$ cat config.mk
export PLATFORM = sky130hd
export DESIGN_NAME = modbus_scan_scheduler
export DESIGN_NICKNAME = d
export VERILOG_FILES = /design/src/rtl/modbus_scan_scheduler.sv
export SDC_FILE = /design/constraint.sdc
export NUM_CORES = 1
export LEC_CHECK = 0
export CAP_MARGIN = 25
export CORE_ASPECT_RATIO = 0.9
export CORE_MARGIN = 3
export CORE_UTILIZATION = 38
export CTS_CLUSTER_SIZE = 20
export DETAILED_ROUTE_END_ITERATION = 10
export PLACE_DENSITY = 0.77
export SYNTH_ARGS = -nofsm -noshare
export SYNTH_HDL_FRONTEND = slang
export SYNTH_SLANG_ARGS = --single-unit
$ cat constraint.sdc
create_clock -name PCLK -period 3.6 [get_ports PCLK]
set_clock_uncertainty 0.15 [all_clocks]
set_input_delay 0.72 -clock PCLK [delete_from_list [all_inputs] [get_ports PCLK]]
set_output_delay 0.72 -clock PCLK [all_outputs]
set_load 0.03 [all_outputs]
$ cat src/rtl/modbus_scan_scheduler.sv
`default_nettype none
// ============================================================================
// Module   : modbus_scan_scheduler
// Brief    : Walks the scan table once per scan period and hands one poll
//            request per enabled entry to the Modbus master engine. Each
//            response is supervised with a tick-based timeout and bounded
//            retries. Per-entry, per-round and overrun pulses go to CSR/IRQ.
// Revision : 1.0 - initial release
// ============================================================================
module modbus_scan_scheduler #(
    parameter int N_ENTRIES = 16,
    parameter int IDX_W     = 4
) (
    input  logic             PCLK,
    input  logic             PRESET,
    input  logic             tick,
    input  logic             cfg_en,
    input  logic [IDX_W:0]   cfg_num,
    input  logic [15:0]      cfg_period,
    input  logic [15:0]      cfg_timeout,
    input  logic [2:0]       cfg_retries,
    output logic [IDX_W-1:0] tbl_rd_idx,
    input  logic [31:0]      tbl_rd_entry,
    input  logic [15:0]      tbl_rd_qty,
    output logic             req_valid,
    input  logic             req_ready,
    output logic [7:0]       req_slave,
    output logic [7:0]       req_func,
    output logic [15:0]      req_addr,
    output logic [15:0]      req_qty,
    output logic [IDX_W-1:0] req_idx,
    input  logic             rsp_valid,
    input  logic             rsp_err,
    output logic             busy,
    output logic             entry_done,
    output logic [IDX_W-1:0] done_idx,
    output logic             done_ok,
    output logic             round_done,
    output logic             overrun
);

    localparam logic [2:0] c_IDLE        = 3'd0;
    localparam logic [2:0] c_FETCH       = 3'd1;
    localparam logic [2:0] c_LOAD        = 3'd2;
    localparam logic [2:0] c_ISSUE       = 3'd3;
    localparam logic [2:0] c_WAIT_RSP    = 3'd4;
    localparam logic [2:0] c_NEXT        = 3'd5;
    localparam logic [2:0] c_WAIT_PERIOD = 3'd6;

    // Entry count is clamped to the table depth so a bad CSR value cannot
    // walk the read address past the end of the table.
    localparam logic [IDX_W:0] c_N_MAX = N_ENTRIES[IDX_W:0];

    logic [2:0]       r_state;
    logic [2:0]       w_next_state;
    logic [IDX_W-1:0] r_cur_idx;
    logic [2:0]       r_retry_cnt;
    logic [15:0]      r_period_cnt;
    logic [15:0]      r_to_cnt;
    logic [7:0]       r_req_slave;
    logic [7:0]       r_req_func;
    logic [15:0]      r_req_addr;
    logic [15:0]      r_req_qty;
    logic [IDX_W-1:0] r_req_idx;
    logic             r_entry_done;
    logic [IDX_W-1:0] r_done_idx;
    logic             r_done_ok;
    logic             r_round_done;
    logic             r_overrun;

    logic [IDX_W:0]   w_num_eff;
    logic [IDX_W:0]   w_idx_inc;
    logic             w_more;
    logic             w_period_hit;
    logic             w_timeout;
    logic             w_rsp_done;
    logic             w_rsp_fail;
    logic             w_retry;
    logic             w_restart;

    assign w_num_eff    = (cfg_num > c_N_MAX) ? c_N_MAX : cfg_num;
    assign w_idx_inc    = {1'b0, r_cur_idx} + {{IDX_W{1'b0}}, 1'b1};
    assign w_more       = (w_idx_inc < w_num_eff);
    assign w_period_hit = (r_period_cnt >= cfg_period);
    assign w_timeout    = (cfg_timeout != 16'd0) && (r_to_cnt == cfg_timeout);
    // A response strobe outranks a timeout that expires in the same cycle.
    assign w_rsp_done   = rsp_valid || w_timeout;
    assign w_rsp_fail   = rsp_valid ? rsp_err : w_timeout;
    // Retries are suppressed once the scan has been disabled.
    assign w_retry      = w_rsp_fail && (r_retry_cnt < cfg_retries) && cfg_en;
    // Every entry into FETCH except the in-round step to the next entry starts
    // a new round and therefore restarts the period counter.
    assign w_restart    = (w_next_state == c_FETCH) && !((r_state == c_NEXT) && w_more);

    // State register
    always_ff @(posedge PCLK or posedge PRESET) begin
        if (PRESET) begin
            r_state <= c_IDLE;
        end else begin
            r_state <= w_next_state;
        end
    end

    // Next-state decode
    always_comb begin
        w_next_state = r_state;
        case (r_state)
            c_IDLE:        if (cfg_en && (w_num_eff != '0)) w_next_state = c_FETCH;
            c_FETCH:       w_next_state = cfg_en ? c_LOAD : c_IDLE;
            c_LOAD: begin
                if (!cfg_en)                   w_next_state = c_IDLE;
                else if (tbl_rd_qty == 16'd0)  w_next_state = c_NEXT;
                else                           w_next_state = c_ISSUE;
            end
            c_ISSUE:       if (req_ready) w_next_state = c_WAIT_RSP;
            c_WAIT_RSP:    if (w_rsp_done) w_next_state = w_retry ? c_ISSUE : c_NEXT;
            c_NEXT: begin
                if (!cfg_en)            w_next_state = c_IDLE;
                else if (w_more)        w_next_state = c_FETCH;
                else if (w_period_hit)  w_next_state = c_FETCH;
                else                    w_next_state = c_WAIT_PERIOD;
            end
            c_WAIT_PERIOD: begin
                if (!cfg_en)            w_next_state = c_IDLE;
                else if (w_period_hit)  w_next_state = c_FETCH;
            end
            default:       w_next_state = c_IDLE;
        endcase
    end

    // Outputs decoded straight from state so reset drops req_valid at once
    always_comb begin
        busy       = (r_state != c_IDLE);
        req_valid  = (r_state == c_ISSUE);
        tbl_rd_idx = r_cur_idx;
    end

    assign req_slave  = r_req_slave;
    assign req_func   = r_req_func;
    assign req_addr   = r_req_addr;
    assign req_qty    = r_req_qty;
    assign req_idx    = r_req_idx;
    assign entry_done = r_entry_done;
    assign done_idx   = r_done_idx;
    assign done_ok    = r_done_ok;
    assign round_done = r_round_done;
    assign overrun    = r_overrun;

    // Datapath: index walk, counters, request capture and status pulses
    always_ff @(posedge PCLK or posedge PRESET) begin
        if (PRESET) begin
            r_cur_idx    <= '0;
            r_retry_cnt  <= '0;
            r_period_cnt <= '0;
            r_to_cnt     <= '0;
            r_req_slave  <= '0;
            r_req_func   <= '0;
            r_req_addr   <= '0;
            r_req_qty    <= '0;
            r_req_idx    <= '0;
            r_entry_done <= 1'b0;
            r_done_idx   <= '0;
            r_done_ok    <= 1'b0;
            r_round_done <= 1'b0;
            r_overrun    <= 1'b0;
        end else begin
            r_entry_done <= 1'b0;
            r_round_done <= 1'b0;
            r_overrun    <= 1'b0;

            if (w_restart) begin
                r_period_cnt <= '0;
            end else if ((r_state != c_IDLE) && tick && (r_period_cnt != 16'hFFFF)) begin
                r_period_cnt <= r_period_cnt + 16'd1;
            end

            case (r_state)
                c_IDLE: r_cur_idx <= '0;
                c_LOAD: begin
                    r_req_slave <= tbl_rd_entry[31:24];
                    r_req_func  <= tbl_rd_entry[23:16];
                    r_req_addr  <= tbl_rd_entry[15:0];
                    r_req_qty   <= tbl_rd_qty;
                    r_req_idx   <= r_cur_idx;
                    r_retry_cnt <= '0;
                end
                c_ISSUE: if (req_ready) r_to_cnt <= '0;
                c_WAIT_RSP: begin
                    if (w_rsp_done) begin
                        if (w_retry) begin
                            r_retry_cnt <= r_retry_cnt + 3'd1;
                        end else begin
                            r_entry_done <= 1'b1;
                            r_done_idx   <= r_req_idx;
                            r_done_ok    <= !w_rsp_fail;
                        end
                    end else if (tick && (r_to_cnt != 16'hFFFF)) begin
                        r_to_cnt <= r_to_cnt + 16'd1;
                    end
                end
                c_NEXT: begin
                    if (cfg_en) begin
                        if (w_more) begin
                            r_cur_idx <= w_idx_inc[IDX_W-1:0];
                        end else begin
                            r_cur_idx    <= '0;
                            r_round_done <= 1'b1;
                            r_overrun    <= w_period_hit && (cfg_period != 16'd0) &&
                                            (r_period_cnt > cfg_period);
                        end
                    end
                end
                default: ;
            endcase
        end
    end

endmodule
`default_nettype wire

After elaboration in Yosys (flattened, before gate mapping)
Index checks and enable logic that the tools add are counted.
Storage, ports and cells
  input bits: 95
  register bits: 102
  output and inout bits: 66
  word-level logic and storage cells: 105
Cells by class
  reductions and logical operators: 28
  bitwise gates (word level): 1
  order comparisons: 5
  add/subtract/negate cells: 4
  equality and inequality tests: 16
  multiplexer cells: 36
Operator list (count)
  $mux W16: 5
  $mux W3: 13
  $add A16 B1 Y16 const B: 2
  $ne A16 B16 Y1 const B: 2
  $pmux W16 S2: 1
  $reduce_bool A16 Y1: 2
  $pmux W3 S7: 1
  $eq A16 B16 Y1: 1
  $ge A16 B16 Y1: 1
  $gt A16 B16 Y1: 1
  $logic_not A16 Y1: 1
  $logic_and A1 B1 Y1: 11
  $mux W1: 10
  $ne A2 B2 Y1 const B: 5
  $eq A3 B3 Y1 const B: 3
  $mux W4: 2
  $pmux W4 S2: 1
  $reduce_bool A2 Y1: 4
  $eq A3 B1 Y1 const B: 2
  $eq A3 B2 Y1 const B: 2
  $pmux W3 S2: 1
  $reduce_and A3 Y1: 2
  $add A4 B1 Y5 const B: 1
  $gt A5 B5 Y1 const B: 1
  other kinds (14): 15

Logic depth before layout (Yosys ltp)
Gate-level depths: netlist (run 1).
  depth in word-level cells: 11
  gate-level depth with buffers: 11
  depth with buffers taken out: 10

Worst setup path after synthesis (run 1)
No wires, ideal clock.
  kind: register -> register
  from: register r_cur_idx[0], in the netlist tbl_rd_idx[0]
  to: register r_period_cnt[0]
  path buffers: 1
  period minus slack after synthesis: 2.919 ns
  stages on the path, launching flop included: 12
  required time: 3.322 ns
  library setup time: 0.128 ns
  setup slack: 0.681 ns
  arrival time: 2.641 ns
  path through: dfrtp_1 ha_1 xor2_1 ha_1 a21o_1 a21o_1 a21oi_1 nand2_1 nor3b_1 o211ai_2 buf_2 a21oi_2
Between the ends
  word-level cells in the longest chain between the ends: 8
  elaborated cells between the ends (all ways): 11
  classes of those cells: add/sub: 1; order compare: 1; eq/ne: 1; mux: 4; reduce/logical: 4
Ends and longest elaborated chain
  from (decl): line 56  | logic [IDX_W-1:0] r_cur_idx;
  from (signal assigned): line 204  | r_cur_idx <= w_idx_inc[IDX_W-1:0];
  $add A4 B1 Y5 *: line 82  | assign w_idx_inc = {1'b0, r_cur_idx} + {{IDX_W{1'b0}}, 1'b1};
  $lt A5 B5 Y1 *: line 83  | assign w_more = (w_idx_inc < w_num_eff);
  $mux W3 *: line 119  | else if (w_more) w_next_state = c_FETCH;
  $mux W3 *: line 118  | if (!cfg_en) w_next_state = c_IDLE;
  $pmux W3 S7 *: line 107  | case (r_state)
  via w_next_state[0]: line 55  | logic [2:0] w_next_state;
  $eq A3 B1 Y1 *: line 93  | assign w_restart = (w_next_state == c_FETCH) && !((r_state == c_NEXT) && w_more);
  $logic_and A1 B1 Y1 *: line 93
  $mux W16 or $reduce_bool A2 Y1 (tied branches)
  to (signal assigned): line 174  | r_period_cnt <= r_period_cnt + 16'd1;
  to (decl): line 58  | logic [15:0] r_period_cnt;
The timed path passes the listed nets; every way through them passes the cells marked *.
A chain may end at the register's enable or synchronous reset.

Worst setup path after layout (run 1)
  from: input port cfg_period[14]
  to: register r_period_cnt[11]
Between the ends
  word-level cells in the longest chain between the ends: 8
  elaborated cells between the ends (all ways): 11
  classes of those cells: order compare: 1; eq/ne: 1; mux: 7; reduce/logical: 2
Ends and longest elaborated chain
  from (decl): line 19  | input logic [15:0] cfg_period,
  $ge A16 B16 Y1 *: line 84  | assign w_period_hit = (r_period_cnt >= cfg_period);
  $mux W3: line 120  | else if (w_period_hit) w_next_state = c_FETCH;
  $mux W3: line 119
  $mux W3: line 118
  $pmux W3 S7 *: line 107
  $eq A3 B1 Y1 *: line 93
  $logic_and A1 B1 Y1 *: line 93
  $mux W16 or $reduce_bool A2 Y1 (tied branches)
Every way passes the cells marked *; elsewhere a longest branch is shown, timed or not.

==> results of run 1 <==
[metal layers]
layer	share of wire	wire length (um)
met3	0.047	681
met4	0.016	229
met1	0.43	6170
met2	0.51	7380
met5	0	0
[sequential cells by signal (all words and copies together), names as in the netlist]
signal        cells
req_idx           4
req_qty          16
entry_done        1
r_state           3
tbl_rd_idx        4
r_to_cnt         16
done_idx          4
r_retry_cnt       3
round_done        1
done_ok           1
req_func          8
overrun           1
req_addr         16
r_period_cnt     16
req_slave         8
[synth_stat cells (3+ instances only)]
cell,number
nor3_1,4
o21ai_0,18
nand3_1,20
o211ai_1,9
or4_1,11
nand4_1,14
or3_1,3
inv_1,30
ha_1,26
dfrtp_1,102
o31ai_1,5
mux2_2,56
xnor2_1,6
and2_1,3
xor2_1,29
buf_2,5
nor2b_1,5
nand2b_1,3
and3_1,7
nand2_1,38
a21oi_2,10
a21o_1,6
clkbuf_1,4
nor4_1,21
a21oi_1,17
nor2_1,14
[worst max-delay path, cell delays in order]
cell and delay [ns]:
clkdlybuf4s50_1 0.48, inv_1 0.05, ha_1 0.31, nand4_1 0.14, buf_4 0.18, nor4_1 0.34
buf_4 0.20, o31ai_2 0.09, nor3b_4 0.77, a21oi_1 0.16
[area by class of cell]
cell class | count | area, um2 | area share
well taps | 189 | 236 | 0.0310
clock inverters | 6 | 70.1 | 0.00919
flip-flops and latches | 102 | 2550 | 0.335
clock buffers | 10 | 229 | 0.0300
multi-input cells | 357 | 2730 | 0.358
repair buffers | 170 | 1690 | 0.222
inverters | 30 | 115 | 0.0151
[through the flow]
step                 util  setup TNS, ns
CTS                 0.556              0
floorplan               -              0
detailed placement  0.534          -2.43
finish              0.556              0
global placement    0.534          -1.35
global route        0.556              0
[logic make-up (layout without fill, tap and decap cells)]
group | after synthesis | in the layout | share of synthesized area
simple gates | 158 | 158 | 0.161
flops | 102 | 102 | 0.467
compound gates | 81 | 81 | 0.104
mux | 57 | 57 | 0.117
buf+inv | 44 | 216 | 0.0343
xor+xnor | 35 | 35 | 0.0561
fa+ha+maj | 26 | 26 | 0.0595
[where the power goes]
| group | switching (mW) | leakage (nW) | internal (mW) |
|---|---|---|---|
| Sequential | 0.219 | 1.31 | 1.48 |
| Clock | 0.434 | 0.147 | 0.546 |
| Combinational | 1.30 | 1.86 | 1.07 |
[worst min path at each step]
stage / end / slack (ns) / cells past startpoint / start
floorplan: r_retry_cnt[0]$_DFFE_PP0P_ / 0.33 / 1 / r_retry_cnt[0]$_DFFE_PP0P_
global placement: done_ok$_DFFE_PP0P_ / 0.32 / 1 / done_ok$_DFFE_PP0P_
detailed placement: done_ok$_DFFE_PP0P_ / 0.32 / 1 / done_ok$_DFFE_PP0P_
CTS: done_ok$_DFFE_PP0P_ / 0.34 / 1 / done_ok$_DFFE_PP0P_
global route: done_ok$_DFFE_PP0P_ / 0.36 / 1 / done_ok$_DFFE_PP0P_
finish: done_ok$_DFFE_PP0P_ / 0.33 / 1 / done_ok$_DFFE_PP0P_
==> flow_summary.yaml, run 1 <==
status:
  outcome: "completed"
final_layout:
  n_fill_cell: 1205
  final_area_um2: 7620
  drive_gt1_frac: 0.153
  antenna_cells: 0
  layout_common_cells: "160 x clkdlybuf4s50_1, 102 x dfrtp_1, 56 x mux2_2"
  final_cells: 864
  finalNetCount: 791
  final_common_cell: "clkdlybuf4s50_1"
  syn_to_final_growth_pct: 39.5
timing:
  setup_slack_ns: 0.191
  hold_viol: 0
  max_slew_margin: 0.403
  post-route-period-util: 0.947
  slew_viol_final: 0
  worstMarginPinSlew_ns: 0.895
  max_freq_ghz: 0.293
  min_period_ns: 3.41
  holdWs_ns: 0.332
  finalSetupViolations: 0
  rsz0062_at_grt: "false"
setup_path:
  r2r_start: "tbl_rd_idx[0]$_DFFE_PP0P_"
  critPathCaptureType: "flip-flop"
  startpoint_type: "primary input"
  worstRegToRegCells: 10
  rrSetupSlack_ns: 0.33
  endpoint: "r_period_cnt[11]$_DFFE_PP0P_"
  crit_type: "in2reg"
  cp_data_arrival_time_ns: 3.45
  setup.worst_path.start: "cfg_period[14]"
  rr_endpoint: "r_period_cnt[11]$_DFFE_PP0P_"
  crit_path_max_fanout: 16
  required_ns: 3.64
placed_design:
  place_congestion: 0.864
  dp.final_hpwl_um: 11100
  dp.cells: 848
  pre_cts_slack_ns: -0.205
  io_buffers: 160
  place_area_um2: 7320
grt:
  grt_usage: 0.182
  grt_max_degree: 61
  overflow: 0
  top_usage_layer: "met2"
  antenna_found_initial: 0
  grt.met1_usage: 0.229
  use_met2: 0.318
  grt_pass1_vias: 4684
  grt_pass1_wl_um: 23800
  met3_usage: 0.0402
synth:
  yosysWarnings: 0
  synth_edf_count: 0
  ys_ff_latch: 102
  yosysSeqAreaShare: 0.467
  ys.flop_type: "dfrtp_1"
  ys_top_cells_by_area: "dfrtp_1 47%, mux2_2 12%, ha_1 6.0%"
  synth_top_area_cell: "dfrtp_1"
  synthArstFlopShare: 1.00
  postSynthAreaPerCell_um2: 10.9
  synth_top_area_share: 0.467
  syn_nets: 624
  synth_area_um2: 5460
  syn_inst: 503
  yosysUniqueCellTypes: 59
power:
  worst_ir_drop_vdd_mv: 0.374
  powerDensity_nw_per_um2: 663
  p_leak_nw: 3.32
  total_power_mw: 5.05
die:
  core_um2: 13700
  dieArea_um2: 15900
  dieHeight_um: 120
  io_pins: 161
  die_w_um: 132
  initial_utilization: 0.398
  fp-row-count: 40
clock_network:
  cts_resized: 0
  clock-sinks: 102
  cts_tree: "done"
  path_clk_slew_ns: 0.07
  clock_latency_ns: 0.34
  cts_buffer_depth: 2
  cts_buffers: 9
  postCtsSetupBuffers: 0
  ctsHtreeMaxLevel: 3
  ctsHoldBuffers: 0
  cts-root-buf: "clkbuf_16"
drt:
  drt-wirelength-per-cell_um: 16.7
  avgViaCountPerCell: 5.29
  drc: 0
  first_pass_iters: 5
  dr_total_vias: 4567
  initialDrtViolationCount: 386
  ant_nets: 0
  routed_wl_um: 14500
hold_path:
  hp-class: "reg2reg"
job:
  max-cap-violations: 0
(Power assumes the default switching activity.)
==> inputs of run 2 (changes only) <==
--- a/config.mk
+++ b/config.mk
@@ -11,7 +11,9 @@
 export CORE_UTILIZATION = 38
 export CTS_CLUSTER_SIZE = 20
 export DETAILED_ROUTE_END_ITERATION = 10
+export HOLD_SLACK_MARGIN = 0.05
 export PLACE_DENSITY = 0.77
+export SLEW_MARGIN = 20
 export SYNTH_ARGS = -nofsm -noshare
 export SYNTH_HDL_FRONTEND = slang
 export SYNTH_SLANG_ARGS = --single-unit
==> results of run 2 <==
No change in the layout: final DEF, timing and power equal those of run 1.
